## config.mk

```make
export PLATFORM = sky130hd
export DESIGN_NAME = mem_bus_n
export DESIGN_NICKNAME = d
export VERILOG_FILES = /design/src/rtl/mem_bus_n.sv
export SDC_FILE = /design/constraint.sdc
export NUM_CORES = 1
export LEC_CHECK = 0
export ABC_CLOCK_PERIOD_IN_PS = 1500
export CORE_ASPECT_RATIO = 0.7
export CORE_MARGIN = 2
export CORE_UTILIZATION = 27
export DETAILED_ROUTE_END_ITERATION = 6
export PLACE_DENSITY = 0.76
export SLEW_MARGIN = 20
export SYNTH_ARGS = -nofsm -noshare
export SYNTH_HDL_FRONTEND = slang
export SYNTH_SLANG_ARGS = --single-unit
```

## constraint.sdc

```tcl
create_clock -name clk_i -period 1.5 [get_ports clk_i]
set_input_delay 0.375 -clock clk_i [delete_from_list [all_inputs] [get_ports clk_i]]
set_output_delay 0.375 -clock clk_i [all_outputs]
set_load 0.005 [all_outputs]
```

## src/rtl/mem_bus_n.sv

```systemverilog
`default_nettype none
// ============================================================================
//  Module   : mem_bus_n
//  Purpose  : CPU-to-peripheral interconnect with NS slave ports. The slave
//             is picked from an address bit field. One outstanding
//             transaction is tracked by a small FSM that waits for the
//             selected slave's ready. Read data is registered, and unmapped
//             accesses are flagged with an error pulse.
//  Options  : MEM_BUS_N_TIMEOUT_EN - when defined, a stalled slave is
//             aborted after TIMEOUT_CYC waiting cycles.
//  Revision : 1.0 - initial release
// ============================================================================
module mem_bus_n #(
    parameter int NS          = 2,
    parameter int SEL_LSB     = 22,
    parameter int SEL_W       = 1,
    parameter int TIMEOUT_CYC = 255
) (
    input  logic                clk_i,
    input  logic                rst_i,
    input  logic [31:0]         cpu_addr_i,
    input  logic                cpu_rstrb_i,
    input  logic [3:0]          cpu_wmask_i,
    input  logic [31:0]         cpu_wdata_i,
    output logic [31:0]         cpu_rdata_o,
    output logic                cpu_busy_o,
    output logic                cpu_err_o,
    output logic [31:0]         s_addr_o,
    output logic [31:0]         s_wdata_o,
    output logic [NS-1:0]       s_rstrb_o,
    output logic [4*NS-1:0]     s_wmask_o,
    input  logic [32*NS-1:0]    s_rdata_i,
    input  logic [NS-1:0]       s_ready_i
);

    // Catch illegal parameter combinations at elaboration time.
    generate
        if (NS < 1 || NS > 8 || (1 << SEL_W) < NS || SEL_LSB + SEL_W > 32 ||
            TIMEOUT_CYC < 1 || TIMEOUT_CYC > 65535) begin : g_bad_cfg
            $error("mem_bus_n: illegal parameter combination");
        end
    endgenerate

    typedef enum logic [1:0] {
        ST_IDLE    = 2'd0,
        ST_RD_WAIT = 2'd1,
        ST_WR_WAIT = 2'd2,
        ST_ERR     = 2'd3
    } state_t;

    state_t             state_q, state_d;
    logic [SEL_W-1:0]   sel_q, sel_d;
    logic [31:0]        rdata_q, rdata_d;
    logic               err_q, err_d;

    logic [SEL_W-1:0]   w_idx;
    logic               w_mapped;
    logic               w_wr_req;
    logic               w_ready_sel;
    logic [31:0]        w_rdata_sel;
    logic               w_expire;

    // Address and write data go to every slave unchanged; only strobes are steered.
    assign s_addr_o  = cpu_addr_i;
    assign s_wdata_o = cpu_wdata_i;

    assign w_idx     = cpu_addr_i[SEL_LSB +: SEL_W];
    assign w_mapped  = (int'(w_idx) < NS);
    assign w_wr_req  = (cpu_wmask_i != 4'b0000);

    // Pick ready and read data of the slave latched at request time.
    always_comb begin
        w_ready_sel = 1'b0;
        w_rdata_sel = 32'h0000_0000;
        for (int k = 0; k < NS; k++) begin
            if (int'(sel_q) == k) begin
                w_ready_sel = s_ready_i[k];
                w_rdata_sel = s_rdata_i[32*k +: 32];
            end
        end
    end

`ifdef MEM_BUS_N_TIMEOUT_EN
    logic [15:0] tcnt_q, tcnt_d;
    logic        w_waiting;

    assign w_waiting = (state_q == ST_RD_WAIT) || (state_q == ST_WR_WAIT);
    // Expire in the waiting cycle where the counter would reach the limit.
    assign w_expire  = w_waiting && ((tcnt_q + 16'd1) == 16'(TIMEOUT_CYC));

    // Wait counter: held at zero in IDLE so every wait starts from zero.
    always_comb begin
        tcnt_d = tcnt_q;
        if (state_q == ST_IDLE) begin
            tcnt_d = 16'd0;
        end else if (w_waiting) begin
            tcnt_d = tcnt_q + 16'd1;
        end
    end

    // Wait counter register.
    always_ff @(posedge clk_i) begin
        if (rst_i) begin
            tcnt_q <= 16'd0;
        end else begin
            tcnt_q <= tcnt_d;
        end
    end
`else
    assign w_expire = 1'b0;
`endif

    // Next-state logic; slave strobes are only ever raised in IDLE outside reset.
    always_comb begin
        state_d   = state_q;
        sel_d     = sel_q;
        rdata_d   = rdata_q;
        err_d     = 1'b0;
        s_rstrb_o = '0;
        s_wmask_o = '0;
        case (state_q)
            ST_IDLE: begin
                if (!rst_i) begin
                    if (w_wr_req) begin
                        // A write wins over a simultaneous read.
                        if (w_mapped) begin
                            for (int k = 0; k < NS; k++) begin
                                if (int'(w_idx) == k) begin
                                    s_wmask_o[4*k +: 4] = cpu_wmask_i;
                                end
                            end
                            sel_d   = w_idx;
                            state_d = ST_WR_WAIT;
                        end else begin
                            state_d = ST_ERR;
                        end
                    end else if (cpu_rstrb_i) begin
                        if (w_mapped) begin
                            for (int k = 0; k < NS; k++) begin
                                if (int'(w_idx) == k) begin
                                    s_rstrb_o[k] = 1'b1;
                                end
                            end
                            sel_d   = w_idx;
                            state_d = ST_RD_WAIT;
                        end else begin
                            state_d = ST_ERR;
                        end
                    end
                end
            end
            ST_RD_WAIT: begin
                if (w_ready_sel) begin
                    rdata_d = w_rdata_sel;
                    state_d = ST_IDLE;
                end else if (w_expire) begin
                    state_d = ST_ERR;
                end
            end
            ST_WR_WAIT: begin
                if (w_ready_sel) begin
                    state_d = ST_IDLE;
                end else if (w_expire) begin
                    state_d = ST_ERR;
                end
            end
            ST_ERR: begin
                rdata_d = 32'h0000_0000;
                err_d   = 1'b1;
                state_d = ST_IDLE;
            end
            default: begin
                state_d = ST_IDLE;
            end
        endcase
    end

    // State, selection, read data and error registers.
    always_ff @(posedge clk_i) begin
        if (rst_i) begin
            state_q <= ST_IDLE;
            sel_q   <= '0;
            rdata_q <= 32'h0000_0000;
            err_q   <= 1'b0;
        end else begin
            state_q <= state_d;
            sel_q   <= sel_d;
            rdata_q <= rdata_d;
            err_q   <= err_d;
        end
    end

    assign cpu_rdata_o = rdata_q;
    assign cpu_err_o   = err_q;
    assign cpu_busy_o  = (state_q != ST_IDLE);

endmodule
`default_nettype wire

```

# == Word-level counts from Yosys, hierarchy flattened ==
# Cells that the tools add are included.
# classes
n_eq_ne,6
mux,22
reduce_logical,9
# op_table
cell,count
$mux 32,2
$pmux 32 s2,1
$mux 8,3
$mux 2,7
$mux 4,2
$mux 1,6
$pmux 2 s3,1
$reduce_and 2->1,3
$reduce_bool 2->1,3
$eq 2x2->1 const B,2
$reduce_bool 4->1,1
$ne 3x3->1 const B,1
$eq 2x1->1 const B,1
$logic_not 2->1,1
$ne 2x1->1 const B,1
$ne 2x2->1 const B,1
$reduce_or 2->1,1
# word_totals
regBits,36
out_inout_bits,108
wordCells,41

# == Logic depth before layout (Yosys ltp) ==
# Gate-level depths: netlist of run 1.
# logic_depth
word_depth,5
ltp_mapped,7
mapped_depth_nobuf,5

# == Worst setup path after synthesis of run 1 ==
# OpenSTA, ideal clock, no wires.
# synth_path
path_kind,in2out
startpoint,in cpu_wmask_i[0]
endpoint,out s_rstrb_o[1]
arrival_time_ns,1.167
required_ns,1.125
setup_slack_ns,-0.042
path_stages,2
path_buffers,0
cell_sequence,nor4_1 and3_1
# synth_via
elab_chain_len,4
# synth_rtl
item,line,rtl
from (decl),23,"input logic [3:0] cpu_wmask_i,"
$reduce_bool 4->1,69,assign w_wr_req = (cpu_wmask_i != 4'b0000);
$mux 2,124,if (w_wr_req) begin
$mux 2,123,if (!rst_i) begin
$mux 2,121,case (state_q)
to (decl),30,"output logic [NS-1:0] s_rstrb_o,"
# Every way passes these cells.

# == Worst setup path after layout of run 1 ==
# layout_path
startpoint,reg state_q[1]
endpoint,out s_rstrb_o[0]
# layout_via
elab_chain_len,2
# layout_rtl
item,line,rtl
from (decl),51,"state_t state_q, state_d;"
from (signal assigned),186,state_q <= state_d;
$logic_not 2->1,121,
$mux 2,121,
# Every way passes these cells.

==> impl_metrics.json, run 1 <==
{
  "multi_input_area_sq_um": 1370,
  "cts_sinks": 36,
  "wl_met1_um": 3280,
  "port_buffers": 118,
  "most-common-layout-cells": "68 x clkdlybuf4s50_1, 34 x mux2i_1, 31 x buf_4",
  "hp-class": "flop to flop",
  "grt_setup_unrepaired": "yes",
  "hpwl_um": 5380,
  "peakVddDrop_uv": 472,
  "p_int_uw": 2090,
  "post-route-util_pct": 45.0,
  "drv_cap": 0,
  "drtIter0Drc": 122,
  "violations": "negative setup slack",
  "p_comb_share_pct": 27.5,
  "cts_made_buffers": 5,
  "worst_setup_path_end_kind": "output port",
  "grt_overflow": 0,
  "synth_nets": 403,
  "grt_max_degree": 28,
  "tns_ps": -3520,
  "p_sw_uw": 710,
  "cp_num_buf_inv": 4,
  "r2r-end": "cpu_rdata_o[22]",
  "drtPass1Iterations": 4,
  "critical_path.max_fanout": 3,
  "gp_congestion": 0.712,
  "max_stage_delay_ps": 320,
  "rrSetupSlack_ps": -70,
  "status": "complete, but fails checks",
  "ctsHoldBuffers": 0,
  "p_leak_uw": 0.00189,
  "tritoncts": "done",
  "path_cells": "inv_2 -> ha_4 -> inv_4 -> nor3_4 -> buf_6 -> and3_1 -> buf_2",
  "die_y_um": 84.2,
  "dr_wl_met2_um": 3830,
  "clkTransAtPathRegs_ps": 60,
  "num_rows": 29,
  "clock.fmax_mhz": 560,
  "regArea_sq_um": 734,
  "crit_end": "s_rstrb_o[0]",
  "critPathKind": "flop to output port",
  "netlist_instances": 262,
  "critical_path.top_delay_family": "buffers and inverters",
  "grt_pass1_wl_um": 11700,
  "die_width_um": 119,
  "relSlewSlack_pct": 82.4,
  "clockBufferDepth": 2,
  "drt-total-wl_um": 8040,
  "ctsRootBufferMaster": "clkbuf_16",
  "slew_viol_final": 0,
  "clk_latency_ps": 270,
  "htreeDepth": 2,
  "routed.top_layer": "met4",
  "area_growth_pct": 63.2,
  "pre_cts_ws_ps": -829,
  "drive_gt1_share_pct": 37.5,
  "setup_viol": 40,
  "clkPwrFrac_pct": 37.3,
  "n_antenna_cell": 0,
  "final_common_cell": "clkdlybuf4s50_1",
  "critPathArrivalTime_ps": 1410,
  "critPathLaunchType": "flop",
  "required_ps": 1120,
  "hold_violations": 0,
  "ys_types": 28,
  "postSynth.asyncResetShare_pct": 0,
  "finalCriticalPeriod_ps": 1790,
  "synth.avg_cell_area_sq_um": 9.47,
  "period_share_pct": 119,
  "r2r_start": "state_q[1]",
  "syn-cell-area_sq_um": 2480,
  "p_per_area_nw_per_um2": 693,
  "wl_met3_um": 848,
  "via_per_inst": 4.75,
  "start_util_pct": 27.6,
  "ys_seq_area_share_pct": 29.1,
  "routedWlPerCell_um": 17.0,
  "whs_ps": 454,
  "die_area_sq_um": 9980,
  "critPathSlowestCell": "dfxtp_2",
  "nNetsFinal": 489,
  "synth_edf_count": 0,
  "antenna_found_initial": 0,
  "fin_worst_skew_ps": 3.15,
  "tightest_slew_ps": 257,
  "worstRegToRegCells": 7,
  "critical_path.startpoint": "state_q[1]",
  "route.detailed.drc": 0,
  "ys.flop_type": "dfxtp_1",
  "core_area_sq_um": 9000,
  "p_seq_share_pct": 35.1,
  "antenna_left": 0,
  "worst-path-stages": 7,
  "setup_slack_ps": -286,
  "dr_total_vias": 2246,
  "io_pins": 245,
  "grt_pass1_vias": 2352,
  "n_fill_cell": 904,
  "switching_share_pct": 25.3,
  "grtUsageTotal_pct": 14.6,
  "total_power_uw": 2800,
  "ys.warnings.count": 0,
  "synth-seq-cells": 36
}
## per-stage QoR
step                area, sq um  cells
floorplan                  2490    262
global placement           3480    448
detailed placement         3480    448
CTS                        3740    464
global route               4050    473
finish                     4050    473
## worst reg2reg max path, stage by stage, from the launching register on
cell,delay [ps]
dfxtp_2,320
inv_2,80
buf_6,100
ha_4,130
inv_4,60
buf_4,160
or4_4,510
a21oi_1,140
## cells in the mapped netlist, drive strengths merged, types with 3 or more instances
cell type	n	share of area, %
mux2i	35	15
and2	8	2.0
ha	4	2.0
and3	3	0.76
o2bb2ai	13	7.1
nand2	3	0.45
a21oi	20	4.0
o211ai	19	5.8
dfxtp	36	29
or4	20	6.2
clkbuf	14	2.4
buf	71	22
inv	7	1.1
## cell type report
class | count | area share, %
sequential | 36 | 18.1
inverter | 7 | 0.773
clock buffer | 8 | 3.62
multi-input combinational | 136 | 33.8
timing repair buffer | 162 | 39.8
tap | 124 | 3.83
## how the worst min path moves through the flow
stage	depth (start not counted)	start	to	slack, ps
2_1_floorplan	1	cpu_rdata_o[0]	cpu_rdata_o[0]	460
3_3_place_gp	1	cpu_rdata_o[0]	cpu_rdata_o[0]	450
3_5_place_dp	1	cpu_rdata_o[13]	cpu_rdata_o[13]	460
4_1_cts	1	cpu_rdata_o[28]	cpu_rdata_o[28]	460
5_1_grt	1	cpu_rdata_o[28]	cpu_rdata_o[28]	470
6_report	1	cpu_rdata_o[28]	cpu_rdata_o[28]	450
## registers in the layout, indices dropped and copies added, names as in the netlist
register     flops
sel_q            1
state_q          2
cpu_rdata_o     32
cpu_err_o        1
## power by group through the flow
stage | Combinational [uW] | Sequential (uW) | Clock [uW]
6_report | 772 | 985 | 1050
5_1_grt | 826 | 986 | 1130
4_1_cts | 699 | 985 | 1090
3_5_place_dp | 643 | 1000 | 0
3_3_place_gp | 626 | 1000 | 0
2_1_floorplan | 418 | 999 | 0
## metal layers
| metal | vias to the layer above | GRT usage, % |
|---|---|---|
| li1 | 1060 | - |
| met5 | - | 0 |
| met3 | 16 | 8.36 |
| met2 | 113 | 25.1 |
| met4 | 0 | 4.44 |
| met1 | 1057 | 15.3 |
## cell families after synthesis
logic type / count (synthesis) / synth area share [%]
simple gates: 39 / 10.6
fa+ha+maj: 4 / 2.02
buf+inv: 92 / 25.3
compound gates: 56 / 18.4
mux: 35 / 14.6
flops: 36 / 29.1
## what timing repair did
item | CTS | global route
setup buffers | 7 | 10
cloned | 1 | 2
pin swaps | 11 | 27
endpoints found under the setup margin | 63 | 65
resized for setup | 99 | 71
(Power assumes the default switching activity.)
==> run 2, diff against run 1 <==
--- a/config.mk
+++ b/config.mk
@@ -10,6 +10,7 @@
 export CORE_MARGIN = 2
 export CORE_UTILIZATION = 27
 export DETAILED_ROUTE_END_ITERATION = 6
+export HOLD_SLACK_MARGIN = 0.08
 export PLACE_DENSITY = 0.76
 export SLEW_MARGIN = 20
 export SYNTH_ARGS = -nofsm -noshare
==> results of run 2 <==
Final layout, timing and power as in run 1 (identical DEF).
